$ cat src/rtl/data_type_pkg.sv
// Shared data types for the bfloat16 FPU slice: widths and the queued request record.
package data_type_pkg;

  localparam int unsigned BF16_W = 16;
  localparam int unsigned OP_W   = 4;

  typedef struct packed {
    logic [OP_W-1:0]   op;
    logic [BF16_W-1:0] in1;
    logic [BF16_W-1:0] in2;
  } fpu_req_t;

endpackage

$ cat src/rtl/fpu_req_fifo.sv
// Synchronous DEPTH-entry FIFO of fpu_req_t with wrap-bit pointers and a head output.
module fpu_req_fifo
  import data_type_pkg::fpu_req_t;
#(
  parameter int unsigned DEPTH = 4
) (
  input  logic                   clk,
  input  logic                   rst,
  input  logic                   push,
  input  fpu_req_t               wdata,
  input  logic                   pop,
  output fpu_req_t               head,
  output logic                   empty,
  output logic                   full,
  output logic [$clog2(DEPTH):0] count
);

  localparam int unsigned AW = $clog2(DEPTH);
  localparam logic [AW:0] PTR_ONE = (AW + 1)'(1);

  logic [AW:0] wr_ptr;
  logic [AW:0] rd_ptr;
  logic        do_push;
  logic        do_pop;
  fpu_req_t    mem [DEPTH];

  assign empty   = (wr_ptr == rd_ptr);
  assign full    = (wr_ptr[AW] != rd_ptr[AW]) && (wr_ptr[AW-1:0] == rd_ptr[AW-1:0]);
  // Pointer difference modulo 2*DEPTH is the occupancy, including DEPTH when full.
  assign count   = wr_ptr - rd_ptr;
  assign do_push = push && !full;
  assign do_pop  = pop && !empty;
  assign head    = mem[rd_ptr[AW-1:0]];

  always_ff @(posedge clk or posedge rst) begin
    if (rst) begin
      wr_ptr <= '0;
      rd_ptr <= '0;
    end else begin
      if (do_push) wr_ptr <= wr_ptr + PTR_ONE;
      if (do_pop)  rd_ptr <= rd_ptr + PTR_ONE;
    end
  end

  always_ff @(posedge clk) begin
    if (do_push) mem[wr_ptr[AW-1:0]] <= wdata;
  end

endmodule

$ cat src/rtl/fpu_issue_queue.sv
// Sequential front end for the combinational bfloat16 fpu: request FIFO, issue to the
// fpu, registered valid/ready result stage and a sticky overflow flag.
module fpu_issue_queue
  import data_type_pkg::fpu_req_t;
#(
  parameter int unsigned DEPTH  = 4,
  parameter int unsigned OP_W   = 4,
  parameter int unsigned DATA_W = 16
) (
  input  logic                   clk_i,
  input  logic                   rst_i,
  input  logic                   req_valid_i,
  output logic                   req_ready_o,
  input  logic [OP_W-1:0]        req_op_i,
  input  logic [DATA_W-1:0]      req_in1_i,
  input  logic [DATA_W-1:0]      req_in2_i,
  output logic [OP_W-1:0]        fpu_op_o,
  output logic [DATA_W-1:0]      fpu_in1_o,
  output logic [DATA_W-1:0]      fpu_in2_o,
  input  logic [DATA_W-1:0]      fpu_out_i,
  input  logic                   fpu_ovf_i,
  output logic                   res_valid_o,
  input  logic                   res_ready_i,
  output logic [DATA_W-1:0]      res_data_o,
  output logic                   res_ovf_o,
  output logic                   sticky_ovf_o,
  input  logic                   ovf_clr_i,
  output logic [$clog2(DEPTH):0] count_o
);

  fpu_req_t wr_req;
  fpu_req_t head;
  logic     empty;
  logic     full;
  logic     push;
  logic     issue;

  assign wr_req      = {req_op_i, req_in1_i, req_in2_i};
  // No bypass: readiness depends on stored occupancy only.
  assign req_ready_o = !full;
  assign push        = req_valid_i && req_ready_o;
  assign issue       = !empty && (!res_valid_o || res_ready_i);

  fpu_req_fifo #(
    .DEPTH (DEPTH)
  ) u_fifo (
    .clk   (clk_i),
    .rst   (rst_i),
    .push  (push),
    .wdata (wr_req),
    .pop   (issue),
    .head  (head),
    .empty (empty),
    .full  (full),
    .count (count_o)
  );

  always_comb begin
    fpu_op_o  = '0;
    fpu_in1_o = '0;
    fpu_in2_o = '0;
    if (!empty) begin
      fpu_op_o  = head.op;
      fpu_in1_o = head.in1;
      fpu_in2_o = head.in2;
    end
  end

  always_ff @(posedge clk_i or posedge rst_i) begin
    if (rst_i) begin
      res_valid_o  <= 1'b0;
      res_data_o   <= '0;
      res_ovf_o    <= 1'b0;
      sticky_ovf_o <= 1'b0;
    end else begin
      if (issue) begin
        res_valid_o <= 1'b1;
        res_data_o  <= fpu_out_i;
        res_ovf_o   <= fpu_ovf_i;
      end else if (res_ready_i) begin
        res_valid_o <= 1'b0;
      end
      // A new overflow on issue outranks a simultaneous clear.
      sticky_ovf_o <= (sticky_ovf_o && !ovf_clr_i) || (issue && fpu_ovf_i);
    end
  end

endmodule

$ cat config.mk
export PLATFORM = sky130hd
export DESIGN_NAME = fpu_issue_queue
export DESIGN_NICKNAME = d
export VERILOG_FILES = /design/src/rtl/data_type_pkg.sv /design/src/rtl/fpu_req_fifo.sv /design/src/rtl/fpu_issue_queue.sv
export SDC_FILE = /design/constraint.sdc
export NUM_CORES = 1
export LEC_CHECK = 0
export ABC_AREA = 1
export CORE_ASPECT_RATIO = 0.6
export CORE_MARGIN = 2
export CORE_UTILIZATION = 53
export CTS_CLUSTER_DIAMETER = 150
export DETAILED_ROUTE_END_ITERATION = 8
export PLACE_DENSITY = 0.88
export RECOVER_POWER = 100
export SLEW_MARGIN = 15
export SYNTH_ARGS = -nofsm -noshare
export SYNTH_HDL_FRONTEND = slang
export SYNTH_SLANG_ARGS = --single-unit
$ cat constraint.sdc
create_clock -name clk_i -period 4.8 [get_ports clk_i]
set_clock_uncertainty 0.1 [all_clocks]
set_input_delay 0.48 -clock clk_i [delete_from_list [all_inputs] [get_ports clk_i]]
set_output_delay 0.48 -clock clk_i [all_outputs]
set_load 0.1 [all_outputs]
==> results.md <==
- The run finished with clean final reports.
- In this run the number of H-tree levels came out at 4.
- The global-route wire length before repair is between 20 and 25 mm.
- For this run, the leading register cell type out of synthesis is edfxtp_1.
- The signal on the critical path passes through inv_1 > ha_1 > nand2_1 > inv_1 > nand3_4 > inv_4 > a21oi_1 > clkbuf_1.
- In the final layout, the share of cells above drive strength 1 is 0.0713.
- Clock-pin slew was measured on the worst setup and hold paths at roughly 60 ps.
- The proportion of synthesized flip-flops having asynchronous set or reset is 0.148.
- In the final design database the tool counted approximately 850 nets.
- The routed layout has approximately 5.0k vias.
- The total CTS buffers is 17.
- The maximum frequency from static timing analysis is ~250 MHz.
- Once layout is complete, the cells apart from fillers number a little under 1k.
- The worst setup path is captured at a primary output.
- In this run the tool buffered the top-level ports with between 100 and 150 buffer cells.
- Setup repair after global routing left no endpoint under its margin.
- The number of routed nets with antenna violations is 0.
- For this design the top-level I/O count stands at approximately 120.
- The number of antenna violations at the first check in global routing came to 1.
- The class of the tightest hold or removal check is flip-flop to flip-flop.
- The final core area utilization is 0.678.
- The final critical path time including I/O delays and setup is slightly above 4000 ps.
- The transition time of the tightest slew-check pin is ~1400 ps.
- The count of clock tree sinks is 169.
- The synthesized design spends more area on one cell type than any other, namely edfxtp_1.
- The worst register-to-register path has a setup slack of 930 ps.
- TritonCTS built the clock tree.
- The wire-length estimate of the detail-placed layout is between 9 and 10 mm.
- In this design, the critical path's most frequently occurring cell is inv_1.
- The Yosys step of the flow raised 0 warnings.
- The number of maximum-capacitance constraint violations is 0.
- Of the post-synthesis cell area, the dominant cell type holds 0.604.
- Broken down by cell family, the worst path's largest delay share belongs to buffers and inverters.
- Counting tap cells, the placed design contains a total of between 900 and 1k instances.
- The die outline area is between 0.01 and 0.015 mm^2.
- After layout, the worst setup slack is 722 ps.
- The data required time at the worst endpoint is ~4200 ps.
- The tree is rooted in a clkbuf_16.
- Fill cells in the final layout number 959.
- Entering global routing, the biggest net connects 74 pins.
- The floorplan has 32 rows.
- The via count of the first global-routing pass is 4,871.
- The number of cells on the worst reg-to-reg path is 8.
- The standard cell with the maximum stage delay on the critical path is clkbuf_1.
- The path with the worst hold slack has its endpoint at res_data_o[2].
- The number of flops mapped to enable cells by yosys is 144.
- The number of hold violations in the final report is 0.
- The total core area is roughly 0.013 mm^2.
- The final weighted congestion in routability-driven placement is 0.768.
- In this run the vertical extent of the chip is ~94 um.
- In the layout the commonest cells are 274 x nand2_1, 144 x edfxtp_1, 86 x inv_1, 60 x nand3_1, 59 x dlygate4sd3_1.
- The endpoint of the worst-slack reg-to-reg timing path is u_fifo.mem[0][31].
- Global routing finished with a remaining overflow of 0.
- The max-slew violation total from the final report is 0.
- The sequential fraction of the synthesis area is 0.691.
- The area overhead of the layout relative to synthesis is 23.3%.
- The buffer count from post-CTS setup fixing is 0.
- In this run, synthesis produced a sequential element count of around 170.
- Ranked by total cell area, the synthesized netlist is headed by edfxtp_1 60%, nand2_1 14%, dfrtp_1 8.7%, inv_1 4.5%, nand3_1 4.2%.
- The number of resized instances in the post-cts repair step is 0.
- For this configuration, the core starts out at a cell density of 0.550.
- The maximum fanout count along the critical path is 37.
- The critical path class is flip-flop to primary output.
- The first detailed-routing pass took 5 iterations.
- The number of nets handed over by synthesis was 741.
- The sum of routed wire length over all layers is about 16 mm.
- The normalized max-slew margin is 0.0335.
- The startpoint identified for the worst hold timing path is res_data_o[2].
- In this design, the stage delay of the slowest critical-path cell is 890 ps.
- The residual DRC count is 0.
- The number of buffer and inverter instances along the worst setup path is 4.
- In the global route stage, overall resource usage came out at 0.227.
- In this run the mean area of a mapped cell was 10.6 um^2.
- The accumulated negative setup slack is 0 ps.
- The worst register-to-register path begins at u_fifo.rd_ptr[1].
- Synthesis produced a netlist whose cell count is slightly below 700.
- The maximum root-to-sink buffer count is 2.
- The number of endpoints failing setup at the final stage is 0.
- Of the available clock period, the critical path in the final layout requires 0.850.
- From left edge to right edge, the die measures 154 um.
- STA classifies the critical path startpoint as a flip-flop.
- Summing every instance area after synthesis gives 0.00716 mm^2.
- The number of hold-repair buffers added at the cts stage is 0.
- The detailed router finished its first iteration with 419 violations.
- In the final routed layout, each cell accounts on average for approximately 16 um.
- Along the worst hold path, the cell count comes to 2.
- The most common cell after layout, fill and taps aside is nand2_1.
- The clock reaches the later pin of the worst-skew pair after 430 ps.
- Dividing the detail-routed via count by the number of cells gives between 5 and 6.
- At the placement stage, the worst setup path has a slack of ~1600 ps.
- Counting distinct cell types in the post-synthesis netlist gives 19.
- The arrival time of the worst setup path is ~3500 ps.
==> area by class of cell <==
cell class,count,area (um^2),share of cell area
clock inverters,15,151,0.0172
well taps,170,213,0.0241
repair buffers,123,1060,0.120
inverters,89,338,0.0383
diodes,1,2.50,0.000283
flip-flops and latches,169,4950,0.561
clock buffers,17,425,0.0482
multi-input cells,386,1680,0.191
==> flip-flops by register name, summed over array words and instances, names as in the netlist <==
name	count
u_fifo.rd_ptr	3
res_ovf_o	1
res_valid_o	1
res_data_o	16
sticky_ovf_o	1
u_fifo.mem	144
u_fifo.wr_ptr	3
==> worst min-delay path, stage by stage (launching register included) <==
cell     delay (ps)
dfrtp_1         330
nand2_1          50
nand2_1          50
==> synth_stat cells (4+ instances only) <==
master	instances
nand2_1	273
edfxtp_1	144
inv_1	86
nand3_1	60
a21oi_1	36
dfrtp_1	25
buf_2	14
ha_1	7
buf_6	6
buf_1	4
buf_4	4
nor2_1	4
==> layer usage <==
| metal | vias up | part of all wire | global-route usage | wire [um] |
|---|---|---|---|---|
| met5 | - | 0 | 0 | 0 |
| met4 | 0 | 0.012 | 0.0787 | 191 |
| met2 | 213 | 0.48 | 0.364 | 7560 |
| met1 | 2369 | 0.44 | 0.311 | 6930 |
| li1 | 2394 | - | - | - |
| met3 | 21 | 0.073 | 0.0503 | 1150 |
==> logic make-up after synthesis <==
group / count (synthesis) / synth area share
and+or+nand+nor: 339 / 0.191
DFF: 169 / 0.691
buffers and inverters: 120 / 0.0741
AOI/OAI and AO/OA: 36 / 0.0252
adders and majority gates: 8 / 0.0150
xor gates and xnor gates: 3 / 0.00367
==> worst max path at each step <==
stage | start | to | slack, ps | cells past startpoint
3_3_place_gp | u_fifo.rd_ptr[1] | count_o[2] | 1630 | 4
4_1_cts | u_fifo.rd_ptr[1] | count_o[2] | 1160 | 4
6_report | u_fifo.rd_ptr[1] | fpu_in1_o[3] | 720 | 8
2_1_floorplan | u_fifo.rd_ptr[1] | u_fifo.mem[0][0] | 480 | 8
3_5_place_dp | u_fifo.rd_ptr[1] | count_o[2] | 1610 | 4
5_1_grt | u_fifo.rd_ptr[1] | fpu_in1_o[3] | 540 | 8
==> through the flow <==
stage,hold slack (ps),instance area [um^2]
global placement,353,8320
finish,364,8830
global route,387,8830
detailed placement,358,8320
CTS,373,8890
floorplan,397,7160
Power is left out: the tool's default activity adds up to more than one toggle a clock period on the data nets, which glitch-free logic cannot reach.
